--- src/rtl/fetch_decode.sv ---
// Fetch / IF-ID stage: owns the PC, reads instruction memory combinationally and
// registers each fetched word together with its decoded opcode, register fields and immediate.
module fetch_decode #(
  parameter int                  PC_WIDTH = 64,
  parameter logic [PC_WIDTH-1:0] RESET_PC = '0
) (
  input  logic                clk,
  input  logic                reset,
  input  logic                stall,
  input  logic                redirect,
  input  logic [PC_WIDTH-1:0] redirect_pc,
  output logic [PC_WIDTH-1:0] imem_addr,
  input  logic [31:0]         imem_data,
  output logic                id_valid,
  output logic [PC_WIDTH-1:0] id_pc,
  output logic [31:0]         id_instr,
  output logic [3:0]          id_opcode,
  output logic [4:0]          id_rd,
  output logic [4:0]          id_rn,
  output logic [4:0]          id_rm,
  output logic [PC_WIDTH-1:0] id_imm
);

  typedef enum logic [3:0] {
    OP_ADDI = 4'd1,
    OP_ADDS = 4'd2,
    OP_BLT  = 4'd3,
    OP_B    = 4'd4,
    OP_CBZ  = 4'd5,
    OP_LDUR = 4'd6,
    OP_LSL  = 4'd7,
    OP_LSR  = 4'd8,
    OP_MUL  = 4'd9,
    OP_STUR = 4'd10,
    OP_SUBS = 4'd11,
    OP_INV  = 4'd12
  } opcode_t;

  logic [PC_WIDTH-1:0] pc;
  opcode_t             dec_op;
  logic [PC_WIDTH-1:0] dec_imm;

  assign imem_addr = pc;

  // Decode ahead of the IF/ID register so id_* carry no combinational path from imem_data.
  always_comb begin
    // NOTE: every output of this block gets a default first so no path leaves it unassigned (no latch).
    dec_op  = OP_INV;
    dec_imm = '0;
    if (imem_data[31:21] == 11'b10101011000) begin
      dec_op = OP_ADDS;
    end else if (imem_data[31:21] == 11'b11101011000) begin
      dec_op = OP_SUBS;
    end else if (imem_data[31:21] == 11'b11111000010) begin
      dec_op  = OP_LDUR;
      dec_imm = {{(PC_WIDTH-9){imem_data[20]}}, imem_data[20:12]};
    end else if (imem_data[31:21] == 11'b11111000000) begin
      dec_op  = OP_STUR;
      dec_imm = {{(PC_WIDTH-9){imem_data[20]}}, imem_data[20:12]};
    end else if (imem_data[31:21] == 11'b10011011000) begin
      dec_op = OP_MUL;
    end else if (imem_data[31:21] == 11'b11010011011) begin
      dec_op  = OP_LSL;
      dec_imm = {{(PC_WIDTH-6){1'b0}}, imem_data[15:10]};
    end else if (imem_data[31:21] == 11'b11010011010) begin
      dec_op  = OP_LSR;
      dec_imm = {{(PC_WIDTH-6){1'b0}}, imem_data[15:10]};
    end else if (imem_data[31:22] == 10'b1001000100) begin
      dec_op  = OP_ADDI;
      dec_imm = {{(PC_WIDTH-12){1'b0}}, imem_data[21:10]};
    end else if (imem_data[31:24] == 8'b10110100) begin
      dec_op  = OP_CBZ;
      dec_imm = {{(PC_WIDTH-19){imem_data[23]}}, imem_data[23:5]};
    end else if (imem_data[31:24] == 8'b01010100) begin
      // Only the LT condition is supported; other B.cond encodings stay INV with a zero immediate.
      if (imem_data[4:0] == 5'b01011) begin
        dec_op  = OP_BLT;
        dec_imm = {{(PC_WIDTH-19){imem_data[23]}}, imem_data[23:5]};
      end
    end else if (imem_data[31:26] == 6'b000101) begin
      dec_op  = OP_B;
      dec_imm = {{(PC_WIDTH-26){imem_data[25]}}, imem_data[25:0]};
    end
  end

  // NOTE: state updates use non-blocking assignments so every register samples pre-edge values.
  always_ff @(posedge clk) begin
    if (reset) begin
      pc        <= RESET_PC;
      id_valid  <= 1'b0;
      id_pc     <= '0;
      id_instr  <= '0;
      id_opcode <= OP_INV;
      id_rd     <= '0;
      id_rn     <= '0;
      id_rm     <= '0;
      id_imm    <= '0;
    end else if (redirect) begin
      // Flush the slot but keep id_pc; redirect wins over a simultaneous stall.
      pc        <= {redirect_pc[PC_WIDTH-1:2], 2'b00};
      id_valid  <= 1'b0;
      id_instr  <= '0;
      id_opcode <= OP_INV;
      id_rd     <= '0;
      id_rn     <= '0;
      id_rm     <= '0;
      id_imm    <= '0;
    end else if (!stall) begin
      pc        <= pc + PC_WIDTH'(4);
      id_valid  <= 1'b1;
      id_pc     <= pc;
      id_instr  <= imem_data;
      id_opcode <= dec_op;
      id_rd     <= imem_data[4:0];
      id_rn     <= imem_data[9:5];
      id_rm     <= imem_data[20:16];
      id_imm    <= dec_imm;
    end
  end

endmodule

--- config.mk ---
export PLATFORM = sky130hd
export DESIGN_NAME = fetch_decode
export DESIGN_NICKNAME = d
export VERILOG_FILES = /design/src/rtl/fetch_decode.sv
export SDC_FILE = /design/constraint.sdc
export NUM_CORES = 1
export LEC_CHECK = 0
export ABC_AREA = 0
export CAP_MARGIN = 0
export CORE_ASPECT_RATIO = 0.9
export CORE_MARGIN = 5
export CORE_UTILIZATION = 32
export CTS_BUF_LIST = sky130_fd_sc_hd__clkbuf_4 sky130_fd_sc_hd__clkbuf_8 sky130_fd_sc_hd__clkbuf_16
export CTS_CLUSTER_DIAMETER = 30
export DETAILED_ROUTE_END_ITERATION = 7
export PLACE_DENSITY_LB_ADDON = 0.1
export REMOVE_ABC_BUFFERS = 1
export SYNTH_ARGS = -nofsm -noshare
export SYNTH_HDL_FRONTEND = slang
export SYNTH_SLANG_ARGS = --single-unit
--- constraint.sdc ---
create_clock -name clk -period 5.7 [get_ports clk]
set_input_delay 0.57 -clock clk [delete_from_list [all_inputs] [get_ports clk]]
set_output_delay 0.57 -clock clk [all_outputs]
set_load 0.03 [all_outputs]
# Yosys cells after proc, flatten, opt, wreduce, memory -nomap -nowiden
# Index checks and enable logic that the tools add are counted.
# totals
elab_cells	54
out_inout_bits	244
register_bits	244
input_bits	100
# op_classes
bitwise	2
n_reduce_logical	2
add_sub_neg	1
mux	26
eq_ne	13
# ops
op	n
$mux W64	14
$eq A11 B11 Y1 const B	7
$add A64 B3 Y64 const B	1
$mux W4	12
$eq A10 B10 Y1 const B	1
$eq A8 B7 Y1 const B	1
$eq A8 B8 Y1 const B	1
$eq A6 B3 Y1 const B	1
$eq A5 B4 Y1 const B	1
$ne A2 B1 Y1 const B	1
$not A1 Y1	2
$reduce_and A2 Y1	1
$reduce_or A2 Y1	1

# Depth between registers and ports, before layout
# Gate-level depths: netlist of run 1.
# logic_depth
word_depth	12
ltp_mapped	8
ltp_nobuf	6

# Worst setup path after synthesis of run 1
# No wires, ideal clock.
# synth_timing
path_type	flip-flop to flip-flop
from	register pc[2] (netlist: imem_addr[2])
to	register pc[30] (netlist: imem_addr[30])
path_stages_with_launch	8
path_slack_ps	3371
required_time_ps	5609
path_buffers	1
setup_ps	91
arrival_ps	2238
synth_period_minus_slack_ps	2329
cell_sequence	dfxtp_1 ha_1 nand4_1 nor3_2 nand3_1 buf_2 or4_1 a311oi_1
# synth_between
elab_chain_len	3
# synth_rtl
item	line_no	rtl
start: declaration	39	logic [PC_WIDTH-1:0] pc;
start signal: assignment	100	pc <= {redirect_pc[PC_WIDTH-1:2], 2'b00};
start signal: assignment	109	pc <= pc + PC_WIDTH'(4);
$add A64 B3 Y64	109	
$mux W64	108	end else if (!stall) begin
$mux W64	98	end else if (redirect) begin
# Every way passes these cells. The select of a mux whose other input is x is not followed.
# A chain may end at the register's enable or synchronous reset.

# Worst setup path in the final report of run 1
# layout_timing
from	register pc[15] (netlist: imem_addr[15])
to	register pc[61] (netlist: imem_addr[61])
# Same word-level chain as after synthesis.

==> results.md, run 1 <==
- Status: finished, final reports clean
- Unrepaired setup endpoints after global routing: no
- Htree depth: 4
- GPL Wtd Cong: 0.801
- Cell row count: 58
- DRC: 0
- Max-Cap Viols: 0
- Worst-path clk slew: 80 ps
- Mapped Avg Cell Area: 8.13 um^2
- Reg2Reg Depth: 5
- Minimum clock period: 3280 ps
- Total power: 3.14 mW
- Final hold violations: 0
- Final wirelength: 34.2 mm
- Mapped Area: 0.00920 mm^2
- Warnings, synthesis: 0
- Overflow after GRT: 0
- Critical path's most frequent cell: nand4_1
- Period utilization: 57.6%
- CP Capture Type: register
- Initial Util: 32.7%
- Filler cells: 2826
- CTS tree: built
- Worst setup path class: reg2reg
- PD cells: 242 mW/mm^2
- Total die area: 0.0323 mm^2
- Share of cells above drive strength 1: 4.79%
- # IOs: 344
- Post-DP HPWL: 24.6 mm
- Vias in the first global route: 8933
- Commonest cells post-synth: nand2_1 (189), dfxtp_1 (187), a21oi_1 (94)
- Port Buffer Count: 337
- Asr flop ratio synth: 0%
- Met3 routed WL: 2.00 mm
- # Post-CTS Setup Buffers: 0
- Setup TNS: 0 ps
- CTS sink cnt: 187
- Peak VDD IR: 0.000176 V
- CTS Buf Count: 17
- Met2 wire length: 15.8 mm
- WHS Endpoint: id_imm[20]$_SDFFE_PP0N_
- Slowest library cell on the worst path: nor4_2
- Initial antenna violation count: 2
- Synth unique cells: 69
- Worst-case clock buffer depth: 2
- CP top delay family: simple AND/OR/NAND/NOR gates
- Layout Nets: 1468
- Final core utilization: 46.0%
- Clock Tree Root: clkbuf_16
- Iter 0 DRT Violations: 534
- Final setup skew: 14.7 ps
- Slew @ Worst Pin: 1240 ps
- ANT nets after route: 0
- Syn-to-layout area delta: 40.8%
- Post-synth EDFFs: 0
- RR Endpoint: imem_addr[61]$_SDFFE_PP0P_
- Hold wc startpoint: id_imm[20]$_SDFFE_PP0N_
- CTS Hold Bufs: 0
- Vias per cell: 5.34
- Largest net degree at the start of global routing: 75
- Synth area leader: dfxtp_1
- Rel. slew slack: 17.5%
- Worst Path Max Fanout: 11
- #FFs+latches synth: 187
- Post-Synthesis Cells: 1132
- Worst path cell trace: nand4_1 -> nor4_2 -> nand4_1 -> or4_1 -> a311oi_1
- Predominant post-synthesis flop cell: dfxtp_1
- Crit Reg-Reg Startpoint: imem_addr[15]$_SDFFE_PP0P_
- CP arrival: 3620 ps
- Finished Cell Area: 0.0130 mm^2
- Crit-path max cell delay: 1020 ps
- Core Region: 0.0282 mm^2
- M1 WL: 15.9 mm
- Hold Path Depth: 2
- Synth top area cells: dfxtp_1 (41%), nand2_1 (7.7%), a21oi_1 (5.1%)
- Via Count: 9296
- Worst Setup Start Kind: register
- Mean routed wirelength per cell: 19.6 um
- Most common cell in the netlist: nand2_1
- Worst path required time: 6030 ps
- Chip width: 189 um
- Slew Viols, Final: 0
- Yosys top cell area share: 40.7%
- Skew-Pair Late Insertion Delay: 440 ps
- Top sig layer: met4
- Final setup violation count: 0
- WP buf/inv: 0
- Tightest Hold Check Type: reg2reg
- Register area share after synthesis: 40.7%
- Die Y: 171 um
- Max Freq: 305 MHz
- R2r setup slk: 2420 ps
- Overall Global Routing Usage: 20.1%
- Leak pwr: 4.36 nW
- WHS: 448 ps
- Post-CTS resize count: 0
- Number of detailed-route iterations in the first pass: 6
- Area after DPL: 0.0124 mm^2
- First-pass GRT wire length: 51.9 mm
kinds of logic (layout without fill, tap and decap cells):
logic type / Yosys count / in the layout / share of synthesized area (%)
xor gates and xnor gates: 17 / 17 / 1.62
DFF: 187 / 187 / 40.7
adders and majority gates: 1 / 1 / 0.136
AOI/OAI and AO/OA: 255 / 255 / 18.6
buffers and inverters: 152 / 396 / 8.66
muxes: 37 / 37 / 4.02
and+or+nand+nor: 482 / 482 / 26.3
other: 1 / 6 / 0.0407
area by class of cell:
type / instances / area (um^2) / area share [%]
Clock buffer: 18 / 439 / 3.39
Timing Repair Buffer: 344 / 3420 / 26.4
Clock inverter: 13 / 144 / 1.11
Sequential cell: 187 / 3740 / 28.9
Antenna cell: 2 / 5.00 / 0.0386
Inverter: 21 / 78.8 / 0.608
Multi-Input combinational cell: 796 / 4680 / 36.1
Tap cell: 360 / 450 / 3.48
worst register-to-register path, stage by stage (launching register included):
cell and delay (ps):
dfxtp_1 510, nand4_1 240, nor4_2 1020, nand4_1 600, or4_1 570, a311oi_1 240
power by group:
part	switching [mW]	internal [mW]	total, mW
combinational	0.281	0.208	0.488
clock	0.590	0.634	1.22
sequential	0.0715	1.36	1.43
total	0.942	2.20	3.14
state kept, by name, summed over array words and instances (netlist names):
register,count
id_imm,26
id_instr,32
id_opcode,4
id_valid,1
id_pc,62
imem_addr,62
metal layers:
metal / up-vias / track usage, %
li1: 4523 / -
met4: 0 / 4.85
met2: 326 / 32.8
met5: - / 0
met1: 4420 / 27.4
met3: 27 / 4.57
cells in the final DEF, fill, tap and decap left out, drive strengths merged, types with 4 or more instances in the layout:
master,netlist,final
a222oi,13,13
clkbuf,55,18
nand2b,4,4
nor2b,4,4
or3,17,17
nor2,93,93
o31a,8,8
o21ai,30,30
nand3,42,42
and3,10,10
and2,6,6
clkdlybuf4s50,0,334
conb,1,4
xor2,7,7
a311oi,20,20
nor4,17,17
nor3,21,21
and4,8,8
a32o,6,6
a21oi,94,94
xnor2,10,10
o31ai,11,11
dfxtp,187,187
mux2i,37,37
a221oi,8,8
nand2,189,189
a31oi,13,13
buf,76,10
inv,20,30
or4,15,15
a22oi,12,12
or2,7,7
a211oi,10,10
nand4,33,33
o211ai,13,13
worst max path at each step:
stage                                           from                          to  cells past startpoint
final                     imem_addr[15]$_SDFFE_PP0P_  imem_addr[61]$_SDFFE_PP0P_                      5
after detailed placement               imem_data[25]      id_imm[0]$_SDFFE_PP0N_                      6
after floorplan              id_imm[62]$_SDFFE_PP0N_     id_imm[62]$_SDFFE_PP0N_                      1
after global placement                 imem_data[25]      id_imm[0]$_SDFFE_PP0N_                      6
after global routing      imem_addr[15]$_SDFFE_PP0P_  imem_addr[33]$_SDFFE_PP0P_                      5
after CTS                 imem_addr[15]$_SDFFE_PP0P_  imem_addr[61]$_SDFFE_PP0P_                      5
metrics by stage:
| step | worst slack (ps) | instances |
|---|---|---|
| 2_1_floorplan | -2820 | 1004 |
| 3_3_place_gp | 2320 | 1708 |
| 3_5_place_dp | 2260 | 1708 |
| 4_1_cts | 2490 | 1739 |
| 5_1_grt | 2170 | 1741 |
| 6_report | 2420 | 1741 |
No activity file was read; power rests on OpenSTA's default activity.
==> run 2: changes to the inputs <==
- clock period: 5.7 -> 2.76 ns (I/O delays scaled with it)
==> results.md, run 2 (same netlist as run 1, synthesis figures left out) <==
- Final wirelength: 35.4 mm (+3.6%)
- Overall Global Routing Usage: 21.1% (+1.0 points)
- CTS Hold Bufs: 0 (unchanged)
- Max-Cap Viols: 0 (unchanged)
- Core Region: 0.0282 mm^2 (unchanged)
- # IOs: 344 (unchanged)
- Final setup violation count: 0 (unchanged)
- Clock Tree Root: clkbuf_16
- Initial antenna violation count: 2 (unchanged)
- Tightest Hold Check Type: in2reg
- # Post-CTS Setup Buffers: 0 (unchanged)
- Max Freq: 399 MHz (+31%)
- Rel. slew slack: 42.8% (+25 points)
- Seq pwr share: 45.0% (-0.5 points)
- Leak pwr: 4.65 nW (+6.8%)
- Setup WS post-layout: 251 ps (-2170 ps)
- Slew @ Worst Pin: 855 ps (-382 ps)
- CP Capture Type: register
- Share of cells above drive strength 1: 8.82% (+4.0 points)
- Worst Path Max Fanout: 20 (+9)
- Worst Setup Start Kind: register
- RR Endpoint: imem_addr[50]$_SDFFE_PP0P_
- Port Buffer Count: 337 (unchanged)
- Vias in the first global route: 9274 (+3.8%)
- Chip width: 189 um (unchanged)
- Hold Path Depth: 3 (+1)
- Gate power share: 17.3% (+1.7 points)
- Status: finished, final reports clean
- Final hold violations: 0 (unchanged)
- Mean routed wirelength per cell: 19.7 um (+0.11%)
- Net Sw Power: 1.91 mW (+100%)
- Period utilization: 90.9% (+33 points)
- ANT nets after route: 0 (unchanged)
- First-pass GRT wire length: 54.5 mm (+4.9%)
- Largest net degree at the start of global routing: 63 (-16%)
- Hold wc startpoint: redirect_pc[11]
- Cell row count: 58 (unchanged)
- CP arrival: 2860 ps (-760 ps)
- Worst-case clock buffer depth: 2 (unchanged)
- Minimum clock period: 2510 ps (-773 ps)
- Overflow after GRT: 0 (unchanged)
- WHS Endpoint: imem_addr[11]$_SDFFE_PP0P_
- Die Y: 171 um (unchanged)
- Initial Util: 32.7% (unchanged)
- Internal power: 4.55 mW (+110%)
- Skew-Pair Late Insertion Delay: 440 ps (about the same)
- Final setup skew: 16.3 ps (+1.59 ps)
- Peak VDD IR: 0.000378 V (+110%)
- Most frequent cells in the layout: clkdlybuf4s50_1 (334), nand2_1 (189), dfxtp_1 (187)
- Crit Reg-Reg Startpoint: imem_addr[3]$_SDFFE_PP0P_
- Worst path required time: 3110 ps (-2920 ps)
- WHS: 393 ps (-55.6 ps)
- Total die area: 0.0323 mm^2 (unchanged)
- Slew Viols, Final: 0 (unchanged)
- Unrepaired setup endpoints after global routing: no
- Final core utilization: 47.6% (+1.6 points)
- Iter 0 DRT Violations: 724 (+36%)
- GPL Wtd Cong: 0.818 (+2.1%)
- Post-DP HPWL: 26.0 mm (+5.5%)
- Syn-to-layout area delta: 45.7%
- CTS sink cnt: 187 (unchanged)
- Switching Fraction: 29.6% (-0.38 points)
- Worst setup path class: reg2reg
- CTS tree: built
- Commonest non-fill, non-tap cell in the layout: clkdlybuf4s50_1
- DRC: 0 (unchanged)
- Reg2Reg Depth: 7 (+2)
- PD cells: 482 mW/mm^2 (+99%)
- Placement Setup Slack: 76.2 ps (-2190 ps)
- Number of detailed-route iterations in the first pass: 7 (+1)
- Vias per cell: 5.29 (-0.93%)
- Via Count: 9527 (+2.5%)
- Post-CTS resize count: 0 (unchanged)
- Htree depth: 4 (unchanged)
- Setup TNS: 0 ps (unchanged)
- Worst-path clk slew: 80 ps (about the same)
- R2r setup slk: 250 ps (-2170 ps)
- Clock network fraction of total power: 37.8% (-1.2 points)
- Layout Nets: 1530 (+4.2%)
- CTS Buf Count: 17 (unchanged)
[run 2: changes by cell type in the layout (fill, tap and decap cells not counted), moves of 2 or more]
cell,delta
buf_4,+61
inv_8,-4
clkinv_2,+2
clkinvlp_4,+2
[run 2: through the flow]
step / area (um^2) / power, mW / std cells
after detailed placement: 12800 / 4.09 / 1768
final: 13400 / 6.46 / 1801
after floorplan: 8500 / 3.44 / 1004
after global placement: 12800 / 4.08 / 1768
after CTS: 13400 / 6.53 / 1798
after global routing: 13400 / 6.71 / 1801
[run 2: worst max path at each step]
stage	endpoint	cells past startpoint	from
detailed placement	id_imm[4]$_SDFFE_PP0N_	6	imem_data[25]
finish	imem_addr[50]$_SDFFE_PP0P_	7	imem_addr[3]$_SDFFE_PP0P_
global route	imem_addr[50]$_SDFFE_PP0P_	7	imem_addr[3]$_SDFFE_PP0P_
CTS	imem_addr[40]$_SDFFE_PP0P_	6	imem_addr[3]$_SDFFE_PP0P_
global placement	id_imm[4]$_SDFFE_PP0N_	6	imem_data[25]
floorplan	id_imm[62]$_SDFFE_PP0N_	1	id_imm[62]$_SDFFE_PP0N_
[run 2: cell type report]
type	instances	area, um^2
Antenna cell	1	2.50
Clock buffer	18	439
Clock inverter	12	115
Fill cell	2795	14800
Inverter	21	78.8
Multi-Input combinational cell	796	4680
Sequential cell	187	3740
Tap cell	360	450
Timing Repair Buffer	406	3890
[run 2: metal layers]
metal	vias up	global-route usage [%]	share of wire, %
li1	4633	-	-
met1	4513	28.6	46
met2	349	34.3	46
met3	30	5.47	6.8
met4	2	4.66	1.1
met5	-	0	0.037
[run 2: power groups by stage]
stage | clock network [mW] | logic [mW] | registers (mW)
final | 2.44 | 1.11 | 2.90
after global routing | 2.60 | 1.19 | 2.92
after CTS | 2.50 | 1.12 | 2.90
after detailed placement | 0 | 1.12 | 2.97
after global placement | 0 | 1.12 | 2.96
after floorplan | 0 | 0.260 | 3.18
[run 2: worst max-delay path, stage by stage, from the launching register on]
cell	delay, ps
dfxtp_1	420
ha_1	260
nand4_1	250
nor3_2	420
nand3_1	120
buf_4	220
or4_1	470
a311oi_1	250
